**src/rtl/tmr_pkg.sv**
```systemverilog
// Shared constants and helpers for the tmr_param timer/counter.
package tmr_pkg;

  typedef enum logic {
    EDGE_RISE = 1'b0,
    EDGE_FALL = 1'b1
  } edge_sel_e;

  typedef enum logic {
    SRC_INT = 1'b0,
    SRC_EXT = 1'b1
  } src_sel_e;

  // Increment requests dropped after a register write
  localparam int unsigned INHIBIT_CYCLES = 2;

  // Prescale ratio selected by ps: 2^(ps+1)
  function automatic int unsigned ps_ratio(input int unsigned ps);
    return 32'd1 << (ps + 32'd1);
  endfunction

endpackage

```
**src/rtl/tmr_edge_sync.sv**
```systemverilog
// Synchronises the external count pin into the oscIn domain and emits a
// one-cycle pulse for each selected edge.
module tmr_edge_sync
  import tmr_pkg::*;
#(
  parameter int unsigned SYNC_STAGES = 2
) (
  input  logic clk,
  input  logic reset,
  input  logic din,
  input  logic edge_sel,
  output logic event_pulse
);

  logic [SYNC_STAGES-1:0] sync_q;
  logic                   prev_q;
  logic                   cur;

  always_ff @(posedge clk) begin
    if (reset) begin
      sync_q <= '0;
      prev_q <= 1'b0;
    end else begin
      sync_q <= {sync_q[SYNC_STAGES-2:0], din};
      prev_q <= sync_q[SYNC_STAGES-1];
    end
  end

  assign cur = sync_q[SYNC_STAGES-1];

  always_comb begin
    event_pulse = 1'b0;
    if (edge_sel_e'(edge_sel) == EDGE_FALL) event_pulse = prev_q & ~cur;
    else                                    event_pulse = cur & ~prev_q;
  end

endmodule

```
**src/rtl/tmr_param.sv**
```systemverilog
// PIC16F84A-style timer: internal/external event source, power-of-two
// prescaler, write with increment inhibit, sticky overflow flag and pulses.
module tmr_param
  import tmr_pkg::*;
#(
  parameter int unsigned WIDTH       = 8,
  parameter int unsigned PS_BITS     = 3,
  parameter int unsigned SYNC_STAGES = 2
) (
  input  logic               oscIn,
  input  logic               reset,
  input  logic               t0cki,
  input  logic               t0cs,
  input  logic               t0se,
  input  logic               psa,
  input  logic [PS_BITS-1:0] ps,
  input  logic               en,
  input  logic               wr_en,
  input  logic [WIDTH-1:0]   wr_data,
  input  logic               if_clr,
  output logic [WIDTH-1:0]   tmr_out,
  output logic               t0if,
  output logic               tick,
  output logic               ovf_pulse
);

  localparam int unsigned PSC_W = 1 << PS_BITS;
  localparam int unsigned INH_W = $clog2(INHIBIT_CYCLES + 1);

  logic [WIDTH-1:0] tmr;
  logic [PSC_W-1:0] psc;
  logic [PSC_W-1:0] psc_mask;
  logic [INH_W-1:0] inh;
  logic             flag_q;
  logic             tick_q;
  logic             ovf_q;
  logic             ext_evt;
  logic             evt;
  logic             inc_req;
  logic             do_inc;
  logic             wrap;

  tmr_edge_sync #(
    .SYNC_STAGES(SYNC_STAGES)
  ) u_edge_sync (
    .clk        (oscIn),
    .reset      (reset),
    .din        (t0cki),
    .edge_sel   (t0se),
    .event_pulse(ext_evt)
  );

  always_comb begin
    psc_mask = '0;
    // Low ps+1 bits of psc must all be ones for the prescaler to fire
    for (int unsigned i = 0; i < PSC_W; i++) psc_mask[i] = (i <= 32'(ps));
    evt     = (src_sel_e'(t0cs) == SRC_EXT) ? ext_evt : 1'b1;
    inc_req = evt & (psa | ((psc & psc_mask) == psc_mask));
    do_inc  = en & inc_req & (inh == '0) & ~wr_en;
    wrap    = do_inc & (tmr == '1);
  end

  always_ff @(posedge oscIn) begin
    if (reset) begin
      tmr    <= '0;
      psc    <= '0;
      inh    <= '0;
      flag_q <= 1'b0;
      tick_q <= 1'b0;
      ovf_q  <= 1'b0;
    end else begin
      if (wr_en)           psc <= '0;
      else if (en && evt)  psc <= psc + 1'b1;

      if (wr_en)           inh <= INH_W'(INHIBIT_CYCLES);
      else if (inh != '0)  inh <= inh - 1'b1;

      if (wr_en)           tmr <= wr_data;
      else if (do_inc)     tmr <= tmr + 1'b1;

      if (wrap)            flag_q <= 1'b1;
      else if (if_clr)     flag_q <= 1'b0;

      tick_q <= do_inc;
      ovf_q  <= wrap;
    end
  end

  assign tmr_out   = tmr;
  assign t0if      = flag_q;
  assign tick      = tick_q;
  assign ovf_pulse = ovf_q;

endmodule

```
**config.mk**
```make
export PLATFORM = sky130hd
export DESIGN_NAME = tmr_param
export DESIGN_NICKNAME = d
export VERILOG_FILES = /design/src/rtl/tmr_pkg.sv /design/src/rtl/tmr_edge_sync.sv /design/src/rtl/tmr_param.sv
export SDC_FILE = /design/constraint.sdc
export NUM_CORES = 1
export LEC_CHECK = 0
export CAP_MARGIN = 20
export CORE_MARGIN = 3
export CORE_UTILIZATION = 48
export DETAILED_ROUTE_END_ITERATION = 8
export HOLD_SLACK_MARGIN = 0.05
export PLACE_DENSITY = 0.78
export SLEW_MARGIN = 20
export SYNTH_ARGS = -nofsm -noshare
export SYNTH_HDL_FRONTEND = slang
export SYNTH_SLANG_ARGS = --single-unit
```
**constraint.sdc**
```tcl
create_clock -name oscIn -period 2.3 [get_ports oscIn]
set_input_delay 0.575 -clock oscIn [delete_from_list [all_inputs] [get_ports oscIn]]
set_output_delay 0.575 -clock oscIn [all_outputs]
set_load 0.01 [all_outputs]
```
==> impl_metrics.py, run 1 <==
metrics = {
    "run_status": {
        "status": "finished clean",
    },
    "placed_design": {
        "dp_hpwl_um": 2310,
        "port_buffers": 30,
        "place.gp.congestion": 0.825,
    },
    "synthesis": {
        "yosysSeqAreaShare_pct": 39.3,
        "synthFlopType": "dfxtp_1",
        "async_flop_share_pct": 0,
        "synth_common_cells": "24 x dfxtp_1, 16 x nor2_1, 13 x nand2_1, 8 x nand4_1",
        "yosysWarnings": 0,
        "ys_top_cells_by_area": "dfxtp_1 39%, nor2_1 4.9%, nand4_1 4.1%",
        "synth_area_sq_mm": 0.00122,
        "syn_area_per_cell_sq_um": 8.32,
        "ys_seq_elements": 24,
        "synth_top_area_share_pct": 39.3,
        "syn-num-nets": 169,
        "ys_types": 40,
        "synth.largest_area_cell": "dfxtp_1",
        "synth.most_common_cell": "dfxtp_1",
        "synth_cells": 147,
        "synth-edff-count": 0,
    },
    "sta": {
        "relSlewSlack_pct": 76.1,
        "hold_viol": 0,
        "clock_skew_ps": 5.31,
        "worst_pin_slew_ps": 353,
        "slew_viol_final": 0,
        "max_freq_mhz": 457,
        "fin_crit_ps": 2190,
        "setup_violations": 0,
        "finalCritPeriodShare_pct": 95.1,
        "fin_hold_ws_ps": 456,
        "rsz0062_at_grt": "false",
    },
    "cts": {
        "clock_sink_count": 24,
        "clk_latency_ps": 310,
        "post-cts-setup-buffers": 0,
        "clk_path_buf_depth": 2,
        "htreeDepth": 1,
        "clock-root-buffer": "clkbuf_4",
        "tritoncts": "yes",
        "cts.clk_slew.worst_paths_ps": 130,
        "numCtsBuffers": 3,
    },
    "routing": {
        "drcViolationCount": 0,
        "avgViaCountPerCell": 5.94,
        "ant_nets": 0,
        "vias": 1294,
        "drt_iter0_markers": 42,
        "firstDrtPassIters": 4,
        "totalWireLength_um": 3040,
        "wire_per_inst_um": 13.9,
    },
    "cells_and_area": {
        "multi_input_comb_area_sq_um": 693,
        "regArea_sq_um": 480,
        "diodes": 0,
        "fillers": 186,
        "nets": 213,
        "layout-drive-gt1-share_pct": 13.2,
        "syn_to_final_growth_pct": 38.5,
    },
    "setup_path": {
        "cp_num_buf_inv": 1,
        "endpoint": "tmr_out[6]",
        "reg2reg_from": "tmr_out[0]",
        "worst-setup-path-type": "in -> reg",
        "crit_chain": "clkdlybuf4s50_1 -> and3b_1 -> o31ai_1 -> or4_1 -> or4_1 -> a31oi_1",
        "cp_slowest_cell": "clkdlybuf4s50_1",
        "rr_worst_depth": 6,
        "end_kind": "flip-flop",
        "critPathMaxFanout": 3,
        "arrival_ps": 2430,
        "cp.depth": 6,
        "cp_top_family": "simple AND/OR/NAND/NOR gates",
        "cpPeakStageDelay_ps": 490,
        "cp-start-kind": "input port",
        "crit_start": "t0se",
        "critPathRequiredTime_ps": 2550,
        "crit_top_cell": "or4_1",
        "worst-r2r-setup-slack_ps": 230,
        "r2r-end": "tmr_out[6]",
    },
    "global_routing": {
        "grt_use_total_pct": 20.9,
        "antenna_found_initial": 0,
        "gr-total-overflow": 0,
        "grt_max_degree": 15,
        "grt_pass1_vias": 1218,
        "grt_pass1_wl_um": 5360,
    },
    "pwr": {
        "power.total_mw": 0.898,
        "p_leak_nw": 0.617,
        "irDropWorstVdd_uv": 476,
        "power_density_mw_per_mm2": 530,
    },
    "job": {
        "drv_cap": 0,
    },
    "floorplan": {
        "ios": 31,
        "rows": 17,
        "fp.dieW_um": 56.5,
        "die_h_um": 56.5,
        "fp.coreArea_sq_mm": 0.00232,
        "start_util_pct": 52.7,
        "die_area_sq_mm": 0.00319,
    },
    "worst_hold_path": {
        "hold_path_class": "reg -> reg",
    },
}
-- worst min path at each step --
stage,from,slack (ps),cells past startpoint,endpoint
floorplan,u_edge_sync.sync_q[0],410,1,u_edge_sync.sync_q[1]
global placement,u_edge_sync.sync_q[0],420,1,u_edge_sync.sync_q[1]
detailed placement,u_edge_sync.sync_q[0],440,1,u_edge_sync.sync_q[1]
CTS,u_edge_sync.sync_q[0],460,1,u_edge_sync.sync_q[1]
global route,u_edge_sync.sync_q[0],470,1,u_edge_sync.sync_q[1]
finish,u_edge_sync.sync_q[0],460,1,u_edge_sync.sync_q[1]
-- cell families (layout without fill, tap and decap cells) --
kind of cell	Yosys count	count (layout)	synth area share, %
simple gates	71	71	31.4
compound gates	34	34	19.7
flops	24	24	39.3
buf+inv	11	54	3.99
xor+xnor	5	5	3.58
fa+ha+maj	2	2	2.05
-- per-layer routing --
metal	part of all wire, %	track usage, %	up-vias
li1	-	-	644
met1	45	25.8	610
met2	47	36.1	38
met3	6.6	5.75	2
met4	0.59	4.41	0
met5	0	0	-
-- cells in the final DEF, fill, tap and decap left out, types with 3 or more instances in the layout --
master           netlist  routed
a21oi_1                4       4
a31oi_1                5       5
buf_4                  0      15
clkbuf_4               0       3
clkdlybuf4s50_1        0      30
dfxtp_1               24      24
inv_1                  5       5
nand2_1               13      13
nand3_1                5       5
nand4_1                8       8
nor2_1                16      16
nor2b_1                4       4
nor3_1                 4       4
o21ai_0                6       6
o31ai_1                6       6
or3_1                  3       3
or4_1                  4       4
xor2_1                 4       4
-- where the power goes --
part	switching [mW]	internal, mW	total, mW
clock	0.124	0.176	0.300
sequential	0.0177	0.430	0.448
combinational	0.0646	0.0845	0.149
-- cell type report --
| type | count | area share [%] |
|---|---|---|
| clock inverter | 1 | 1.77 |
| clock buffer | 3 | 1.33 |
| multi-input combinational | 112 | 40.9 |
| sequential | 24 | 28.4 |
| tap | 28 | 2.07 |
| timing repair buffer | 45 | 24.4 |
| inverter | 5 | 1.11 |
-- state kept, by name (all words and copies together) (netlist names) --
name                count
tmr_out                 8
inh                     2
u_edge_sync.prev_q      1
ovf_pulse               1
t0if                    1
u_edge_sync.sync_q      2
tick                    1
psc                     8
-- per-stage QoR --
step / worst slack [ps] / TNS (ps) / cells / instance area, sq um / util (%)
6_report: 113 / 0 / 218 / 1690 / 73.0
5_1_grt: 23.0 / 0 / 218 / 1690 / 73.0
4_1_cts: 82.6 / 0 / 218 / 1690 / 73.0
3_5_place_dp: -194 / -617 / 214 / 1640 / 70.8
3_3_place_gp: -156 / -424 / 214 / 1640 / 70.8
2_1_floorplan: 345 / 0 / 147 / 1220 / -
-- repair_timing --
item,CTS,global route
gates resized for setup,0,0
hold buffers,0,0
endpoints found under the setup margin,0,1
hold endpoints to repair,0,0
Note: power is estimated with default switching activity, not from simulation.
==> run 2: changes to the inputs <==
--- a/config.mk
+++ b/config.mk
@@ -7,10 +7,10 @@
 export LEC_CHECK = 0
 export CAP_MARGIN = 20
 export CORE_MARGIN = 3
-export CORE_UTILIZATION = 48
+export CORE_UTILIZATION = 50
 export DETAILED_ROUTE_END_ITERATION = 8
+export DONT_BUFFER_PORTS = 1
 export HOLD_SLACK_MARGIN = 0.05
-export PLACE_DENSITY = 0.78
 export SLEW_MARGIN = 20
 export SYNTH_ARGS = -nofsm -noshare
 export SYNTH_HDL_FRONTEND = slang
==> impl_metrics.py, run 2 (synthesized netlist as in run 1, its figures left out) <==
metrics = {
    "run_status": {
        "status": "finished clean",
    },
    "pwr": {
        "irDropWorstVdd_uv": 400,
        "p_sw_share_pct": 24.1,
        "pwr-share-comb_pct": 9.5,
        "p_sw_mw": 0.203,
        "p_leak_nw": 0.458,
        "power.internal_mw": 0.640,
        "pwr-share-seq_pct": 53.4,
        "power_density_mw_per_mm2": 640,
        "power.total_mw": 0.843,
        "clockPowerShare_pct": 37.1,
    },
    "global_routing": {
        "gr-total-overflow": 0,
        "grt_max_degree": 15,
        "grt_pass1_vias": 1033,
        "antenna_found_initial": 0,
        "grt_use_total_pct": 18.6,
        "grt_pass1_wl_um": 4750,
    },
    "floorplan": {
        "rows": 17,
        "ios": 31,
        "start_util_pct": 53.7,
        "fp.coreArea_sq_mm": 0.00228,
        "fp.dieW_um": 55.4,
        "die_h_um": 55.4,
        "die_area_sq_mm": 0.00307,
    },
    "sta": {
        "hold_viol": 0,
        "tns_ps": 0,
        "fin_crit_ps": 1940,
        "max_freq_mhz": 516,
        "rsz0062_at_grt": "false",
        "finalCritPeriodShare_pct": 84.3,
        "clock_skew_ps": 3.90,
        "setup_slack_ps": 362,
        "setup_violations": 0,
        "relSlewSlack_pct": 72.3,
        "worst_pin_slew_ps": 414,
        "slew_viol_final": 0,
    },
    "setup_path": {
        "critPathRequiredTime_ps": 2540,
        "worst-setup-path-type": "reg -> reg",
        "cp_slowest_cell": "or4_1",
        "arrival_ps": 2180,
        "cpPeakStageDelay_ps": 500,
        "cp-start-kind": "flip-flop",
        "crit_chain": "nand4_1 -> o311a_1 -> or4_1 -> a311oi_1",
        "critPathMaxFanout": 10,
        "end_kind": "flip-flop",
    },
    "cells_and_area": {
        "layout-drive-gt1-share_pct": 10.0,
        "mostFrequentLayoutCells": "24 x dfxtp_1, 16 x nor2_1, 13 x nand2_1",
        "utilization_pct": 57.9,
        "final_common_cell": "dfxtp_1",
        "diodes": 0,
        "syn_to_final_growth_pct": 7.78,
        "fin_area_sq_mm": 0.00132,
        "nets": 173,
    },
    "job": {
        "drv_cap": 0,
    },
    "cts": {
        "tritoncts": "yes",
        "clock_sink_count": 24,
        "cts.clk_slew.worst_paths_ps": 140,
        "htreeDepth": 1,
        "clock-root-buffer": "clkbuf_4",
        "post-cts-setup-buffers": 0,
        "clk_latency_ps": 320,
        "ctsHoldBuffers": 0,
        "numCtsBuffers": 3,
        "post_cts_resized": 0,
        "clk_path_buf_depth": 2,
    },
    "placed_design": {
        "dp_slack_ps": 241,
        "place.gp.congestion": 0.778,
        "port_buffers": 0,
        "dp_hpwl_um": 2080,
        "post_dp_cell_area_sq_mm": 0.00126,
    },
    "routing": {
        "drcViolationCount": 0,
        "firstDrtPassIters": 4,
        "ant_nets": 0,
        "drt_iter0_markers": 32,
        "totalWireLength_um": 2850,
        "avgViaCountPerCell": 6.30,
        "wire_per_inst_um": 16.0,
        "vias": 1121,
    },
    "worst_hold_path": {
        "hold_path_class": "in -> reg",
    },
}
==> run 2: cell count changes in the layout (fill, tap and decap cells not counted) <==
cell / previous run / this run
buf_4: 15 / 5
clkdlybuf4s50_1: 30 / 0
==> run 2: final cells by class <==
cell class                 count  area (sq um)
inverter                       5          18.8
tap                           28          35.0
multi-input combinational    112           693
fill                         222           958
sequential                    24           480
clock inverter                 1          30.0
clock buffer                   3          22.5
timing repair buffer           5          37.5
==> run 2: path summary, 6_finish.rpt <==
path	from	end	slack, ps	depth (start not counted)
worst min-delay path	reset	u_edge_sync.sync_q[0]	300	1
worst min register to register	u_edge_sync.sync_q[0]	u_edge_sync.sync_q[1]	460	1
worst max-delay path	psc[2]	tmr_out[0]	360	4
worst max register to register	psc[2]	tmr_out[0]	360	4
==> run 2: layer usage <==
metal,GRT usage [%],vias up,wire length (um)
li1,-,558,-
met1,23.5,528,1260
met2,31.1,33,1390
met3,4.44,2,180
met4,5.90,0,17
met5,0,-,0
==> run 2: worst max-delay path: cells and delay by family (launching register included) <==
family,cells,cell delay (ps)
compound gates,2,740
flops,1,460
simple gates,2,660
==> run 2: power groups by stage <==
stage,Sequential (mW),Combinational [mW],Clock (mW)
after detailed placement,0.459,0.0796,0
after global placement,0.459,0.0779,0
final,0.450,0.0802,0.313
after CTS,0.450,0.0798,0.319
after floorplan,0.457,0.0616,0
after global routing,0.453,0.0894,0.333
==> run 2: metrics by stage <==
| stage | instances | hold slack (ps) |
|---|---|---|
| 2_1_floorplan | 147 | 414 |
| 3_3_place_gp | 174 | 431 |
| 3_5_place_dp | 174 | 438 |
| 4_1_cts | 178 | 294 |
| 5_1_grt | 178 | 286 |
| 6_report | 178 | 299 |
==> run 3: changes to the inputs <==
--- a/config.mk
+++ b/config.mk
@@ -11,6 +11,7 @@
 export DETAILED_ROUTE_END_ITERATION = 8
 export DONT_BUFFER_PORTS = 1
 export HOLD_SLACK_MARGIN = 0.05
+export PLACE_DENSITY = 0.68
 export SLEW_MARGIN = 20
 export SYNTH_ARGS = -nofsm -noshare
 export SYNTH_HDL_FRONTEND = slang
==> constraint.sdc (replaced) <==
create_clock -name oscIn -period 1.6 [get_ports oscIn]
set_input_delay 0.4 -clock oscIn [delete_from_list [all_inputs] [get_ports oscIn]]
set_output_delay 0.4 -clock oscIn [all_outputs]
set_load 0.01 [all_outputs]
==> impl_metrics.py, run 3 (synthesized netlist as in run 1, its figures left out) <==
metrics = {
    "cells_and_area": {
        "final_common_cell": "buf_4",
        "mostFrequentLayoutCells": "33 x buf_4, 16 x dfxtp_1, 15 x nor2_1",
        "regArea_sq_um": 495,
        "syn_to_final_growth_pct": 41.5,
        "nets": 205,
        "multi_input_comb_area_sq_um": 861,
        "fillers": 170,
        "layout-drive-gt1-share_pct": 42.3,
        "diodes": 0,
    },
    "floorplan": {
        "fp.dieW_um": 55.4,
        "ios": 31,
        "start_util_pct": 53.7,
        "rows": 17,
        "die_h_um": 55.4,
        "die_area_sq_mm": 0.00307,
        "fp.coreArea_sq_mm": 0.00228,
    },
    "global_routing": {
        "grt_max_degree": 15,
        "antenna_found_initial": 0,
        "grt_pass1_vias": 1219,
        "grt_use_total_pct": 22.1,
        "gr-total-overflow": 0,
        "grt_pass1_wl_um": 5580,
    },
    "setup_path": {
        "worst-r2r-setup-slack_ps": -260,
        "end_kind": "flip-flop",
        "worst-setup-path-type": "reg -> reg",
        "critPathMaxFanout": 2,
        "critPathRequiredTime_ps": 1850,
        "arrival_ps": 2110,
        "cp-start-kind": "flip-flop",
    },
    "placed_design": {
        "dp_slack_ps": -251,
        "place.gp.congestion": 0.926,
        "dp_hpwl_um": 2540,
        "port_buffers": 0,
    },
    "routing": {
        "vias": 1293,
        "firstDrtPassIters": 4,
        "ant_nets": 0,
        "wire_per_inst_um": 17.1,
        "drt_iter0_markers": 43,
        "avgViaCountPerCell": 6.16,
        "totalWireLength_um": 3580,
        "drcViolationCount": 0,
    },
    "sta": {
        "tns_ps": -1000,
        "rsz0062_at_grt": "true",
        "clock_skew_ps": 7.83,
        "fin_crit_ps": 1860,
        "relSlewSlack_pct": 69.9,
        "max_freq_mhz": 538,
        "slew_viol_final": 0,
        "setup_slack_ps": -260,
        "worst_pin_slew_ps": 450,
        "setup_violations": 11,
        "hold_viol": 0,
        "fin_hold_ws_ps": 122,
        "finalCritPeriodShare_pct": 116,
    },
    "cts": {
        "clk_path_buf_depth": 2,
        "tritoncts": "yes",
        "clk_latency_ps": 310,
        "clock_sink_count": 24,
        "cts.clk_slew.worst_paths_ps": 130,
        "htreeDepth": 1,
        "clock-root-buffer": "clkbuf_4",
        "numCtsBuffers": 3,
    },
    "worst_hold_path": {
        "hold_path_class": "in -> reg",
    },
    "job": {
        "drv_cap": 0,
    },
    "run_status": {
        "violations": "setup timing",
        "status": "finished with violations",
    },
    "pwr": {
        "irDropWorstVdd_uv": 687,
        "p_leak_nw": 0.634,
        "power_density_mw_per_mm2": 647,
    },
}
## run 3: cell types whose count changed in the layout (fill, tap and decap cells not counted), sizes merged
cell | previous run | this run
bufinv | 1 | 0
clkbuf | 3 | 4
buf | 5 | 37
## run 3: report_power, final
group,internal [mW],total (mW),switching (mW)
clock,0.0973,0.278,0.180
sequential,0.618,0.643,0.0250
combinational,0.0938,0.198,0.104
## run 3: metrics by stage
step                instances  total power [mW]  instance area [sq um]  util, %
floorplan                 147             0.755                   1280        -
global placement          199             0.806                   1500     65.9
detailed placement        199             0.814                   1500     65.9
CTS                       207              1.10                   1590     69.7
global route              210              1.17                   1730     76.0
finish                    210              1.12                   1730     76.0
## run 3: final timing paths
path,to,cells past startpoint,from
max,tmr_out[6],6,tmr_out[0]
min,tmr_out[0],1,reset
max reg2reg,tmr_out[6],6,tmr_out[0]
min reg2reg,u_edge_sync.sync_q[1],1,u_edge_sync.sync_q[0]
## run 3: cell type report
| type | count | area share (%) |
|---|---|---|
| Clock buffer | 4 | 1.52 |
| Inverter | 5 | 1.09 |
| Multi-Input combinational cell | 112 | 49.8 |
| Sequential cell | 24 | 28.7 |
| Tap cell | 28 | 2.03 |
| Timing Repair Buffer | 37 | 16.9 |
## run 3: per-layer routing
metal | global-route usage, % | part of all wire (%)
met1 | 29.1 | 43
met3 | 3.74 | 4.8
met4 | 8.68 | 1.8
met5 | 0 | 0
met2 | 35.8 | 50
## run 3: critical path, stage by stage (launching register included)
cell and delay (ps):
dfxtp_4 390, ha_4 140, and3_4 200, nand3_4 90
or4_4 430, or4_1 410, a31oi_1 130
## run 3: repair_timing
action | 4_1_cts | 5_1_grt
endpoints found under the setup margin | 9 | 16
hold buffers | 0 | 0
buffers inserted | 4 | 4
endpoints found under the hold margin | 0 | 0
pin swaps | 4 | 8
resized for setup | 8 | 24
cloned | 0 | 0
